**src/rtl/fw_pkg.sv**
```systemverilog
// Shared types for the filter-wheel move sequencer: FSM state encoding and coil phase table.
// Coil drive bits are {A+, A-, B+, B-}.
package fw_pkg;

   typedef enum logic [2:0] {
      StIdle,
      StLedWarm,
      StSample,
      StStep,
      StDone,
      StFault
   } fwState_e;

   localparam logic [3:0] CoilOff    = 4'b0000;
   localparam logic [3:0] CoilPhase0 = 4'b1010;
   localparam logic [3:0] CoilPhase1 = 4'b0110;
   localparam logic [3:0] CoilPhase2 = 4'b0101;
   localparam logic [3:0] CoilPhase3 = 4'b1001;

   // Full-step pattern for a phase index; each pattern energises one end of each winding.
   function automatic logic [3:0] phaseCoil(input logic [1:0] idx);
      logic [3:0] c;
      case (idx)
         2'd0:    c = CoilPhase0;
         2'd1:    c = CoilPhase1;
         2'd2:    c = CoilPhase2;
         default: c = CoilPhase3;
      endcase
      return c;
   endfunction

endpackage

```
**src/rtl/fw_step_timer.sv**
```systemverilog
// Loadable down-counter for the move sequencer; flags the sensor-sample cycle and the
// last cycle of a step (or of the LED warm-up when loaded with a shorter value).
module fw_step_timer #(
   parameter int unsigned STEP_DIV  = 5000,
   parameter int unsigned SENSE_DLY = 500,
   parameter int unsigned CntW      = $clog2(STEP_DIV)
) (
   input  logic            clk,
   input  logic            rst,
   input  logic            load,
   input  logic [CntW-1:0] loadVal,
   output logic            sampleStb,
   output logic            endStb
);

   // A step load of STEP_DIV-1 reaches this value SENSE_DLY cycles after entry.
   localparam logic [CntW-1:0] SampleVal = CntW'(STEP_DIV - 1 - SENSE_DLY);

   logic [CntW-1:0] cntQ;

   always_ff @(posedge clk) begin
      if (rst) begin
         cntQ <= '0;
      end else if (load) begin
         cntQ <= loadVal;
      end else if (cntQ != '0) begin
         cntQ <= cntQ - CntW'(1);
      end
   end

   assign sampleStb = (cntQ == SampleVal);
   assign endStb    = (cntQ == '0);

endmodule

```
**src/rtl/fw_move_sequencer.sv**
```systemverilog
// Filter-wheel move sequencer: warms the position LED, samples the slot/home sensors and
// steps the motor forward one full step at a time until the target is seen or the budget runs out.
module fw_move_sequencer
   import fw_pkg::*;
#(
   parameter int unsigned STEP_DIV  = 5000,
   parameter int unsigned SENSE_DLY = 500,
   parameter int unsigned MAX_STEPS = 2400,
   parameter int unsigned HOLD      = 0
) (
   input  logic       clk,
   input  logic       rst,
   input  logic       cmd_valid,
   output logic       cmd_ready,
   input  logic       cmd_home,
   input  logic [2:0] cmd_target,
   input  logic       pos_home,
   input  logic [2:0] pos_bits,
   output logic       led_en,
   output logic [3:0] coil,
   output logic       busy,
   output logic       done,
   output logic       fault,
   output logic [2:0] cur_pos
);

   localparam int unsigned TmrW  = $clog2(STEP_DIV);
   localparam int unsigned StepW = $clog2(MAX_STEPS + 1);

   localparam logic [TmrW-1:0]  WarmLoad = TmrW'(SENSE_DLY - 1);
   localparam logic [TmrW-1:0]  StepLoad = TmrW'(STEP_DIV - 1);
   localparam logic [StepW-1:0] StepMax  = StepW'(MAX_STEPS);

   fwState_e         stateQ, stateD;
   logic [1:0]       phaseQ, phaseD;
   logic [3:0]       coilQ, coilD;
   logic [StepW-1:0] stepCntQ, stepCntD;
   logic [2:0]       targetQ, targetD;
   logic             homeQ, homeD;
   logic [2:0]       curPosQ, curPosD;

   logic            timerLoad;
   logic [TmrW-1:0] timerVal;
   logic            sampleStb;
   logic            endStb;
   logic            match;
   logic            enterStep;

   fw_step_timer #(
      .STEP_DIV  (STEP_DIV),
      .SENSE_DLY (SENSE_DLY),
      .CntW      (TmrW)
   ) uTimer (
      .clk       (clk),
      .rst       (rst),
      .load      (timerLoad),
      .loadVal   (timerVal),
      .sampleStb (sampleStb),
      .endStb    (endStb)
   );

   // Home moves look only at the home flag; slot moves only at the slot code.
   assign match = homeQ ? pos_home : (pos_bits == targetQ);

   always_comb begin
      stateD    = stateQ;
      phaseD    = phaseQ;
      coilD     = coilQ;
      stepCntD  = stepCntQ;
      targetD   = targetQ;
      homeD     = homeQ;
      curPosD   = curPosQ;
      timerLoad = 1'b0;
      timerVal  = StepLoad;
      enterStep = 1'b0;

      unique case (stateQ)
         StIdle: begin
            if (cmd_valid) begin
               stateD    = StLedWarm;
               targetD   = cmd_target;
               homeD     = cmd_home;
               stepCntD  = '0;
               timerLoad = 1'b1;
               timerVal  = WarmLoad;
            end
         end
         StLedWarm: begin
            if (endStb) begin
               stateD = StSample;
            end
         end
         StSample: begin
            curPosD = pos_bits;
            if (match) begin
               stateD = StDone;
            end else begin
               stateD    = StStep;
               enterStep = 1'b1;
            end
         end
         StStep: begin
            if (sampleStb) begin
               curPosD = pos_bits;
            end
            // Sample wins over step end so a late sample still gets its match check.
            if (sampleStb && match) begin
               stateD = StDone;
            end else if (endStb) begin
               if (stepCntQ == StepMax) begin
                  stateD = StFault;
               end else begin
                  enterStep = 1'b1;
               end
            end
         end
         StDone: begin
            stateD = StIdle;
         end
         StFault: begin
            stateD = StFault;
         end
         default: begin
            stateD = StIdle;
         end
      endcase

      // phaseQ always names the pattern the next step will drive.
      if (enterStep) begin
         timerLoad = 1'b1;
         timerVal  = StepLoad;
         coilD     = phaseCoil(phaseQ);
         phaseD    = phaseQ + 2'd1;
         stepCntD  = stepCntQ + StepW'(1);
      end
   end

   always_ff @(posedge clk) begin
      if (rst) begin
         stateQ   <= StIdle;
         phaseQ   <= 2'd0;
         coilQ    <= CoilOff;
         stepCntQ <= '0;
         targetQ  <= 3'd0;
         homeQ    <= 1'b0;
         curPosQ  <= 3'd0;
      end else begin
         stateQ   <= stateD;
         phaseQ   <= phaseD;
         coilQ    <= coilD;
         stepCntQ <= stepCntD;
         targetQ  <= targetD;
         homeQ    <= homeD;
         curPosQ  <= curPosD;
      end
   end

   always_comb begin
      coil = CoilOff;
      unique case (stateQ)
         StStep:  coil = coilQ;
         StFault: coil = CoilOff;
         default: coil = (HOLD != 0) ? coilQ : CoilOff;
      endcase
   end

   assign cmd_ready = (stateQ == StIdle);
   assign busy      = (stateQ != StIdle) && (stateQ != StFault);
   assign done      = (stateQ == StDone);
   assign fault     = (stateQ == StFault);
   assign led_en    = (stateQ == StLedWarm) || (stateQ == StSample) || (stateQ == StStep);
   assign cur_pos   = curPosQ;

endmodule
```
**config.mk**
```make
export PLATFORM = sky130hd
export DESIGN_NAME = fw_move_sequencer
export DESIGN_NICKNAME = d
export VERILOG_FILES = /design/src/rtl/fw_pkg.sv /design/src/rtl/fw_step_timer.sv /design/src/rtl/fw_move_sequencer.sv
export SDC_FILE = /design/constraint.sdc
export NUM_CORES = 1
export LEC_CHECK = 0
export CAP_MARGIN = 40
export CORE_ASPECT_RATIO = 1.4
export CORE_MARGIN = 4
export CORE_UTILIZATION = 61
export CTS_CLUSTER_DIAMETER = 150
export CTS_CLUSTER_SIZE = 14
export DETAILED_ROUTE_END_ITERATION = 8
export GPL_ROUTABILITY_DRIVEN = 0
export GPL_TIMING_DRIVEN = 1
export PLACE_DENSITY = 0.84
export SYNTH_ARGS = -nofsm -noshare
export SYNTH_HDL_FRONTEND = slang
export SYNTH_HIERARCHICAL = 1
export SYNTH_SLANG_ARGS = --single-unit
export TNS_END_PERCENT = 20
```
**constraint.sdc**
```tcl
create_clock -name clk -period 4.6 [get_ports clk]
set_clock_uncertainty 0.1 [all_clocks]
set_input_delay 0.69 -clock clk [delete_from_list [all_inputs] [get_ports clk]]
set_output_delay 0.69 -clock clk [all_outputs]
set_load 0.05 [all_outputs]
```
[Yosys cells after proc, flatten, opt, wreduce, memory -nomap -nowiden]
Cells that the tools add are included.
Storage, ports and cells
  logic and storage cells: 72
  input port bits: 11
  bits in writable memories: 0
  flip-flop bits (word level): 41
  output and inout port bits: 12
  bits in read-only memories: 0
  memories: 0
  bits in latches: 0
Operators by class
  reductions and logical operators: 17
  eq/ne operators: 16
  div/mod/pow operators: 0
  muxes and demuxes: 28
  bitwise gates (word level): 0
  $add $sub $neg: 3
  multipliers: 0
  $lt $le $gt $ge: 0
  shift operators: 0
Operator list (number)
  $mux W13: 5
  $mux W12: 3
  $mux W3: 7
  $pmux W3 S5: 1
  $eq A13 B13 Y1 const B: 1
  $logic_not A13 Y1: 1
  $reduce_bool A13 Y1: 1
  $sub A13 B1 Y13 const B: 1
  $add A12 B1 Y12 const B: 1
  $eq A12 B12 Y1 const B: 1
  $pmux W4 S3: 1
  $ne A3 B3 Y1 const B: 3
  $mux W1: 8
  $reduce_bool A2 Y1: 4
  $eq A3 B2 Y1 const B: 2
  $eq A3 B3 Y1 const B: 2
  $ne A2 B2 Y1 const B: 3
  $pmux W3 S2: 1
  $reduce_and A2 Y1: 3
  $mux W4: 1
  $reduce_and A4 Y1: 1
  $eq A3 B1 Y1 const B: 1
  $eq A3 B3 Y1: 1
  $logic_not A3 Y1: 1
  8 further kinds: 10

[Longest topological paths before layout]
Gate-level depths: netlist of run 1.
  word-level depth: 7
  mapped depth: 14
  mapped depth without buffers: 13

[Cells and area by module]
The synthesis of run 1 kept the hierarchy.
By module, submodules not included
  fw_move_sequencer: times used 1, area an instance 1551.5 µm², cells each 180
  fw_step_timer: times used 1, area an instance 824.5 µm², cells each 102

[Worst setup path after synthesis of run 1]
No wires, ideal clock.
  path kind: reg2reg
  from: register stateQ[1]
  to: register uTimer.cntQ[12]
  data arrival time: 3.114 ns
  data required time: 4.421 ns
  setup time: 0.079 ns
  stages on the path, launching flop included: 10
  setup slack: 1.307 ns
  cell sequence: dfxtp_1 -> nor3_1 -> and2_1 -> clkbuf_1 -> or2_2 -> clkbuf_1 -> nor2b_1 -> nand2_1 -> o31a_2 -> a22oi_1
Between the ends
  longest elaborated chain between the ends: 4
Ends and longest elaborated chain
  start, declared: line fw_move_sequencer.sv:34  | fwState_e stateQ, stateD;
  start signal, assigned: line fw_move_sequencer.sv:140  | stateQ <= StIdle;
  start signal, assigned: line fw_move_sequencer.sv:148  | stateQ <= stateD;
  $logic_not A3 Y1 (*)
  net cmd_ready: line fw_move_sequencer.sv:14  | output logic cmd_ready,
  $mux W1 (*): line fw_move_sequencer.sv:77  | unique case (stateQ)
  $mux W1 (*): line fw_move_sequencer.sv:129  | if (enterStep) begin
  net timerLoad: line fw_move_sequencer.sv:42  | logic timerLoad;
  $mux W13 or $reduce_bool A2 Y1 (tied branches)
  end signal, assigned: line fw_step_timer.sv:25  | cntQ <= loadVal;
  end signal, assigned: line fw_step_timer.sv:27  | cntQ <= cntQ - CntW'(1);
  end, declared: line fw_step_timer.sv:19  | logic [CntW-1:0] cntQ;
The timed path passes the listed nets; every way through them passes the cells marked *.
A chain may end at the register's enable or synchronous reset.

[Worst setup path after layout of run 1]
  from: register uTimer.cntQ[8]
  to: register uTimer.cntQ[12]
Between the ends
  longest elaborated chain between the ends: 6
Ends and longest elaborated chain
  $logic_not A13 Y1 (*): line fw_step_timer.sv:32  | assign endStb = (cntQ == '0);
  net endStb: line fw_move_sequencer.sv:45  | logic endStb;
  $mux W1 (*): line fw_move_sequencer.sv:109  | end else if (endStb) begin
  $mux W1 (*): line fw_move_sequencer.sv:107  | if (sampleStb && match) begin
  $pmux W1 S2 (*): line fw_move_sequencer.sv:77
  $mux W1 (*): line fw_move_sequencer.sv:129
  net timerLoad: line fw_move_sequencer.sv:42
  $mux W13 or $reduce_bool A2 Y1 (tied branches)
The timed path passes the listed nets; every way through them passes the cells marked *. The select of a mux whose other input is x is not followed.

==> flow_summary.ini, run 1 <==
[outcome]
outcome = complete, no violations

[global_route]
grt_pass1_wl_um = 9920
grt_max_degree = 22
grt_overflow = 0
grt_antenna_before_repair = 0
grt_pass1_vias = 2141
track_usage = 0.260

[worst_setup_path]
cp_num_buf_inv = 1
r2r-start = uTimer/cntQ[8]$_SDFFE_PP0P_
startpoint_type = flop
reg2regPathDepth = 11
worst-setup-path-type = reg2reg
worstPathCellList = nor4_1 > nand4_1 > inv_1 > nor2b_1 > a41o_1 > a211oi_4 > or2_2 > nor2b_1 > nand2_1 > o31a_2 > a22oi_1
crit_family = simple AND/OR/NAND/NOR gates
cp_slowest_cell = a211oi_4
critical_path_arrival_ns = 4.01
reg2reg_to = uTimer/cntQ[12]$_SDFFE_PP0P_
crit_top_cell = nor2b_1
cp_max_fo = 20
rrSetupSlack_ns = 0.70
crit_required_ns = 4.71
setup.worst_path.end_class = flop
cpPeakStageDelay_ns = 0.72

[synthesis]
syn_avg_cell_area_sq_um = 8.43
synth_ff_type = dfxtp_1
synthTopCellsByArea = dfxtp_1, ha_1, nand2_1
synthCells = 282
synth_largest_area_cell = dfxtp_1
synthArstFlopShare = 0
yosysSeqAreaShare = 0.337
yosys.cell_types.count = 64
yosys.area.top_type_share = 0.337
synth_edf_count = 0
synth_seq_cells = 40
synth_warnings = 6
synthesis.area_sq_um = 2380

[final_layout]
nets = 328
diodes = 0
syn2layout_area_growth_pct = 16.1
nFillCells = 313
layout_common_cells = dfxtp_1, nand2_1, nor2_1, clkdlybuf4s50_1
final_common_cell = dfxtp_1
postLayoutCellArea_sq_um = 2760
post-route-util = 0.744
drive_gt1_frac = 0.0939

[hold_path]
min_from = targetQ[2]$_SDFFE_PP0P_
min_to = targetQ[2]$_SDFFE_PP0P_
min_path_cells = 2
min_path_type = reg2reg

[timing]
min_period_over_period = 0.848
worst_pin_slew_ns = 0.831
rsz0062_at_grt = no
relSlewSlack = 0.444
holdWs_ns = 0.379
slew_viol_final = 0
fin_crit_ns = 3.90
hold_violations = 0
fmax_mhz = 256
final.setup.tns_ns = 0
setup_viol_count_final = 0

[floorplan]
core_area_sq_um = 3710
num_io_pins = 23
dieArea_sq_um = 4970
initial_core_util = 0.641
die_w_um = 60.7
fp.dieH_um = 81.8
num_rows = 26

[drt]
vias = 2173
routed_wl_um = 5500
drtPass1Iterations = 4
post_drt_wl_per_cell_um = 15.7
post-route-drc-count = 0
vias_per_cell = 6.19
ant_nets = 0
drt_iter0_drc = 99

[power]
ir_drop_v = 0.000386
p_leak_nw = 1.05
power.density_nw_per_um2 = 388
power_mw = 1.07

[cts]
ctsHtreeMaxLevel = 2
clock_latency_ns = 0.29
path_clk_slew_ns = 0.08
post_cts_buffers = 0
cts_resized = 0
cts-hold-fix-buffers = 0
root_buffer = clkbuf_8
cts_made_buffers = 5
clock-sinks = 40
clockBufferDepth = 2
cts_tree = built

[run]
cap_viol_max_count = 0

[placed_design]
dp_hpwl_um = 4090
dpl_cell_area_sq_um = 2630
port_buffers = 22
[report_power, final]
| part | internal [mW] | total [mW] | switching [mW] |
|---|---|---|---|
| registers | 0.382 | 0.441 | 0.0585 |
| logic | 0.128 | 0.318 | 0.190 |
| clock network | 0.191 | 0.312 | 0.121 |
| total | 0.702 | 1.07 | 0.369 |
[through the flow]
stage | cells | setup WS, ns
5_1_grt | 351 | 0.416
3_3_place_gp | 343 | 0.994
6_report | 351 | 0.697
3_5_place_dp | 343 | 0.803
4_1_cts | 351 | 0.792
2_1_floorplan | 287 | 1.31
[logic make-up after synthesis]
group                    count (synthesis)  share of synthesized area
AND/OR/NAND/NOR                        130                      0.313
adder cells (fa/ha/maj)                  9                     0.0474
buffers and inverters                   23                     0.0400
XOR/XNOR                                11                     0.0405
AO/OA/AOI/OAI                           55                      0.167
multiplexers                            12                     0.0516
other                                    2                    0.00316
flip-flops                              40                      0.337
[Yosys cell counts (all sizes together) (6+ instances only)]
cell type / instances
dfxtp: 40
nand2: 29
nor2: 27
a21oi: 13
inv: 13
o21ai: 12
mux2i: 10
ha: 9
nor3: 9
clkbuf: 7
nand3: 7
nor2b: 7
a2111oi: 6
and3: 6
xor2: 6
[worst register-to-register path: stages (launching register included)]
cell and delay, ns:
dfxtp_1 0.38, nor4_1 0.47, nand4_1 0.38, inv_1 0.23
nor2b_1 0.08, a41o_1 0.26, a211oi_4 0.72, or2_2 0.48
nor2b_1 0.33, nand2_1 0.13, o31a_2 0.14, a22oi_1 0.14
[per-layer routing]
layer	vias up	track usage	wire (um)
met5	-	0	0
met4	0	0.111	187
met3	21	0.0550	224
met2	66	0.455	2910
met1	1026	0.296	2170
li1	1060	-	-
[area by class of cell]
cell class              count  area (sq um)  area share
clock buffers               7          96.3      0.0349
inverters                  14          52.6      0.0190
multi-input cells         224          1500       0.543
flip-flops and latches     40           801       0.290
well taps                  42          52.6      0.0190
clock inverters             1          30.0      0.0109
repair buffers             23           228      0.0825
[registers in the layout (all words and copies together), names as in the netlist]
| register | cells |
|---|---|
| coilQ | 3 |
| cur_pos | 3 |
| homeQ | 1 |
| phaseQ | 2 |
| stateQ | 3 |
| stepCntQ | 12 |
| targetQ | 3 |
| uTimer/cntQ | 13 |
[worst max-delay path by stage]
stage / start / slack [ns] / cells after the start / to
3_3_place_gp: uTimer/cntQ[4]$_SDFFE_PP0P_ / 0.99 / 11 / uTimer/cntQ[12]$_SDFFE_PP0P_
6_report: uTimer/cntQ[8]$_SDFFE_PP0P_ / 0.70 / 11 / uTimer/cntQ[12]$_SDFFE_PP0P_
4_1_cts: uTimer/cntQ[8]$_SDFFE_PP0P_ / 0.79 / 11 / uTimer/cntQ[12]$_SDFFE_PP0P_
5_1_grt: uTimer/cntQ[8]$_SDFFE_PP0P_ / 0.42 / 11 / uTimer/cntQ[12]$_SDFFE_PP0P_
3_5_place_dp: uTimer/cntQ[8]$_SDFFE_PP0P_ / 0.80 / 11 / uTimer/cntQ[12]$_SDFFE_PP0P_
2_1_floorplan: stateQ[1]$_SDFFE_PP0P_ / 1.31 / 9 / uTimer/cntQ[12]$_SDFFE_PP0P_
(Power assumes the default switching activity.)
==> inputs of run 2 (changes only) <==
--- a/config.mk
+++ b/config.mk
@@ -8,13 +8,13 @@
 export CAP_MARGIN = 40
 export CORE_ASPECT_RATIO = 1.4
 export CORE_MARGIN = 4
-export CORE_UTILIZATION = 61
+export CORE_UTILIZATION = 51
 export CTS_CLUSTER_DIAMETER = 150
 export CTS_CLUSTER_SIZE = 14
 export DETAILED_ROUTE_END_ITERATION = 8
 export GPL_ROUTABILITY_DRIVEN = 0
 export GPL_TIMING_DRIVEN = 1
-export PLACE_DENSITY = 0.84
+export PLACE_DENSITY = 0.75
 export SYNTH_ARGS = -nofsm -noshare
 export SYNTH_HDL_FRONTEND = slang
 export SYNTH_HIERARCHICAL = 1
==> constraint.sdc (replaced) <==
create_clock -name clk -period 3.3 [get_ports clk]
set_clock_uncertainty 0.1 [all_clocks]
set_input_delay 0.495 -clock clk [delete_from_list [all_inputs] [get_ports clk]]
set_output_delay 0.495 -clock clk [all_outputs]
set_load 0.05 [all_outputs]
==> flow_summary.ini, run 2 (synthesis results as in run 1) <==
[timing]
fmax_mhz = 335
holdWs_ns = 0.377
setup_viol_count_final = 0
min_period_over_period = 0.905
rsz0062_at_grt = no
slew_viol_final = 0
worst_pin_slew_ns = 0.798
fin_crit_ns = 2.99
relSlewSlack = 0.463
hold_violations = 0
final.setup.tns_ns = 0

[floorplan]
num_rows = 29
die_w_um = 65.7
initial_core_util = 0.524
core_area_sq_um = 4540
num_io_pins = 23
fp.dieH_um = 88.8
dieArea_sq_um = 5830

[drt]
drt_iter0_drc = 146
ant_nets = 0
vias = 2154
post_drt_wl_per_cell_um = 14.6
drtPass1Iterations = 4
vias_per_cell = 5.70
post-route-drc-count = 0
routed_wl_um = 5500

[worst_setup_path]
cp_slowest_cell = dfxtp_1
cpPeakStageDelay_ns = 0.41
critical_path_arrival_ns = 3.10
worst-setup-path-type = reg2reg
setup.worst_path.end_class = flop
cp_max_fo = 11
startpoint_type = flop
crit_top_cell = buf_4
crit_required_ns = 3.42
worstPathCellList = nor3b_1 > nand3b_1 > nor4_1 > buf_4 > and2b_1 > o21ai_1 > a211oi_4 > or2_2 > buf_4 > nor2_1 > nand2_1 > a22oi_1

[power]
ir_drop_v = 0.000266
p_leak_nw = 1.07
power.density_nw_per_um2 = 489
power_mw = 1.37

[run]
cap_viol_max_count = 0

[final_layout]
largest_register_ffs = 13
largest_registers = uTimer/cntQ (13), stepCntQ (12)
nets = 336
top_register = uTimer/cntQ
drive_gt1_frac = 0.111
syn2layout_area_growth_pct = 18.0
final_cells = 378
layout_common_cells = dfxtp_1, nand2_1, nor2_1, clkdlybuf4s50_1
final_common_cell = dfxtp_1
diodes = 0

[cts]
cts-hold-fix-buffers = 0
ctsHtreeMaxLevel = 2
cts_tree = built
clock_latency_ns = 0.30
cts_made_buffers = 5
clock-sinks = 40
post_cts_buffers = 0
cts_resized = 0
path_clk_slew_ns = 0.07
root_buffer = clkbuf_8
clockBufferDepth = 2

[global_route]
grt_overflow = 0
grt_max_degree = 25
grt_pass1_vias = 2020
track_usage = 0.203
grt_pass1_wl_um = 9250
grt_antenna_before_repair = 0

[placed_design]
port_buffers = 22
dp_hpwl_um = 4040
place_inst = 371

[hold_path]
min_path_type = reg2reg

[outcome]
outcome = complete, no violations
[run 2: cell count changes in the layout (fill, tap and decap cells not counted)]
| cell | delta |
|---|---|
| bufinv_16 | -1 |
| buf_8 | +1 |
| clkbuf_1 | +1 |
| buf_4 | +7 |
| clkinv_2 | +1 |
| clkbuf_8 | -2 |
[run 2: final cells by class]
class / instances / area, sq um
well taps: 62 / 77.6
inverters: 14 / 52.6
clock buffers: 6 / 72.6
repair buffers: 31 / 295
flip-flops and latches: 40 / 801
clock inverters: 1 / 5.00
multi-input cells: 224 / 1500
fillers: 415 / 1730
[run 2: routing by layer]
layer	GRT usage	wire length, um
met5	0	0
met4	0.0943	161
met3	0.0407	201
met2	0.372	2860
met1	0.222	2280
[run 2: critical path: cells and delay by family (launching register included)]
family          cells  cell delay [ns]
compound gates      3             0.54
simple gates        7             1.45
flops               1             0.41
buf+inv             2             0.40
[run 2: through the flow]
step / cell area (sq um) / setup WS [ns] / utilization
4_1_cts: 2800 / 0.337 / 0.618
5_1_grt: 2800 / 0.149 / 0.618
2_1_floorplan: 2390 / 0.00711 / -
3_5_place_dp: 2730 / 0.347 / 0.601
6_report: 2800 / 0.314 / 0.618
3_3_place_gp: 2710 / 0.383 / 0.598
[run 2: report_power, final]
| group | internal [mW] | switching (mW) | leakage, nW | total (mW) |
|---|---|---|---|---|
| clock network | 0.144 | 0.168 | 0.0410 | 0.312 |
| logic | 0.188 | 0.255 | 0.703 | 0.443 |
| registers | 0.533 | 0.0817 | 0.326 | 0.615 |
| total | 0.865 | 0.505 | 1.07 | 1.37 |
[run 2: path summary, 6_finish.rpt]
check	slack, ns	endpoint	from	depth (start not counted)
worst max-delay path	0.31	uTimer/cntQ[12]$_SDFFE_PP0P_	uTimer/cntQ[7]$_SDFFE_PP0P_	12
worst min-delay path	0.38	targetQ[2]$_SDFFE_PP0P_	targetQ[2]$_SDFFE_PP0P_	2
worst max register to register	0.31	uTimer/cntQ[12]$_SDFFE_PP0P_	uTimer/cntQ[7]$_SDFFE_PP0P_	12
worst min register to register	0.38	targetQ[2]$_SDFFE_PP0P_	targetQ[2]$_SDFFE_PP0P_	2
==> inputs of run 3 (changes only) <==
--- a/config.mk
+++ b/config.mk
@@ -14,7 +14,7 @@
 export DETAILED_ROUTE_END_ITERATION = 8
 export GPL_ROUTABILITY_DRIVEN = 0
 export GPL_TIMING_DRIVEN = 1
-export PLACE_DENSITY = 0.75
+export PLACE_DENSITY = 0.83
 export SYNTH_ARGS = -nofsm -noshare
 export SYNTH_HDL_FRONTEND = slang
 export SYNTH_HIERARCHICAL = 1
==> flow_summary.ini, run 3 (synthesis results as in run 1) <==
[worst_setup_path]
crit_family = simple AND/OR/NAND/NOR gates
cp_max_fo = 19
startpoint_type = flop
worst-setup-path-type = reg2reg
cp_slowest_cell = dfxtp_1
cp_num_buf_inv = 2
r2r-start = uTimer/cntQ[7]$_SDFFE_PP0P_
setup.worst_path.end_class = flop
reg2regPathDepth = 12
crit_required_ns = 3.41
cpPeakStageDelay_ns = 0.42
crit_top_cell = buf_4
critical_path_arrival_ns = 2.95
rrSetupSlack_ns = 0.47
reg2reg_to = uTimer/cntQ[12]$_SDFFE_PP0P_
worstPathCellList = nor3b_1 > nand3b_1 > nor4_1 > buf_4 > and2b_1 > o21ai_1 > a211oi_4 > or2_2 > buf_4 > nor2_1 > nand2_1 > a22oi_1

[cts]
clockBufferDepth = 2
clock_latency_ns = 0.30
path_clk_slew_ns = 0.08
cts-hold-fix-buffers = 0
post_cts_buffers = 0
root_buffer = clkbuf_8
ctsHtreeMaxLevel = 2
cts_made_buffers = 5
clock-sinks = 40
cts_tree = built
cts_resized = 0

[final_layout]
largest_registers = uTimer/cntQ (13), stepCntQ (12)
final_common_cell = dfxtp_1
diodes = 0
layout_common_cells = dfxtp_1, nand2_1, nor2_1, clkdlybuf4s50_1
top_register = uTimer/cntQ
drive_gt1_frac = 0.108
syn2layout_area_growth_pct = 18.3
post-route-util = 0.620
largest_register_ffs = 13
nets = 334

[floorplan]
num_rows = 29
core_area_sq_um = 4540
dieArea_sq_um = 5830
initial_core_util = 0.524
die_w_um = 65.7
num_io_pins = 23
fp.dieH_um = 88.8

[hold_path]
min_path_cells = 2
min_path_type = reg2reg
min_from = targetQ[1]$_SDFFE_PP0P_
min_to = targetQ[1]$_SDFFE_PP0P_

[drt]
ant_nets = 0
post-route-drc-count = 0
routed_wl_um = 5590
vias = 2149
drt_iter0_drc = 153
drtPass1Iterations = 4
vias_per_cell = 5.70
post_drt_wl_per_cell_um = 14.8

[placed_design]
dp_hpwl_um = 4070
port_buffers = 22

[global_route]
grt_pass1_vias = 2194
grt_pass1_wl_um = 9740
grt_overflow = 0
track_usage = 0.215
grt_antenna_before_repair = 0
grt_max_degree = 20

[timing]
rsz0062_at_grt = no
worst_pin_slew_ns = 0.668
min_period_over_period = 0.859
fin_crit_ns = 2.83
slew_viol_final = 0
fmax_mhz = 353
relSlewSlack = 0.553
setup_viol_count_final = 0
final.setup.tns_ns = 0
holdWs_ns = 0.373
hold_violations = 0

[run]
cap_viol_max_count = 0

[power]
power_mw = 1.45
power.density_nw_per_um2 = 517
ir_drop_v = 0.000349
p_leak_nw = 1.07

[outcome]
outcome = complete, no violations
-- run 3: cell count changes in the layout (fill, tap and decap cells not counted) --
cell       previous run  this run
buf_4                 8         7
bufinv_16             0         1
buf_8                 1         0
-- run 3: worst max-delay path by stage --
stage                                              end  slack (ns)  cells after the start                         from
after floorplan           uTimer/cntQ[12]$_SDFFE_PP0P_       0.007                      9       stateQ[1]$_SDFFE_PP0P_
after global placement    uTimer/cntQ[12]$_SDFFE_PP0P_        0.52                      9                  pos_bits[2]
after global routing      uTimer/cntQ[12]$_SDFFE_PP0P_        0.21                     12  uTimer/cntQ[7]$_SDFFE_PP0P_
after detailed placement  uTimer/cntQ[12]$_SDFFE_PP0P_        0.42                      9                  pos_bits[2]
after CTS                 uTimer/cntQ[12]$_SDFFE_PP0P_        0.49                     12  uTimer/cntQ[7]$_SDFFE_PP0P_
final                     uTimer/cntQ[12]$_SDFFE_PP0P_        0.47                     12  uTimer/cntQ[7]$_SDFFE_PP0P_
-- run 3: worst min-delay path, delay by kind of cell (launching register included) --
kind	cells	cell delay [ns]
AOI/OAI and AO/OA	1	0.05
DFF	1	0.32
and+or+nand+nor	1	0.05
-- run 3: final cells by class --
cell class                 count  area [sq um]
clock buffer                   6          72.6
clock inverter                 2          35.0
multi-input combinational    224          1500
sequential                    40           801
inverter                      14          52.6
timing repair buffer          29           273
fill                         390          1730
tap                           62          77.6
-- run 3: through the flow --
step / instances / setup WS (ns) / area [sq um]
after floorplan: 287 / 0.00711 / 2390
after global placement: 369 / 0.521 / 2700
after detailed placement: 369 / 0.418 / 2700
after CTS: 377 / 0.491 / 2810
after global routing: 377 / 0.215 / 2810
final: 377 / 0.465 / 2810
-- run 3: layer usage --
| layer | global-route usage | wire [um] | vias up |
|---|---|---|---|
| li1 | - | - | 1068 |
| met1 | 0.211 | 2140 | 996 |
| met2 | 0.414 | 3040 | 66 |
| met3 | 0.0330 | 213 | 19 |
| met4 | 0.126 | 193 | 0 |
| met5 | 0 | 0 | - |
-- run 3: report_power, final --
part	switching [mW]	internal, mW	leakage, nW	total, mW
combinational	0.256	0.186	0.690	0.442
clock	0.172	0.224	0.0552	0.396
sequential	0.0806	0.533	0.326	0.614
total	0.508	0.943	1.07	1.45
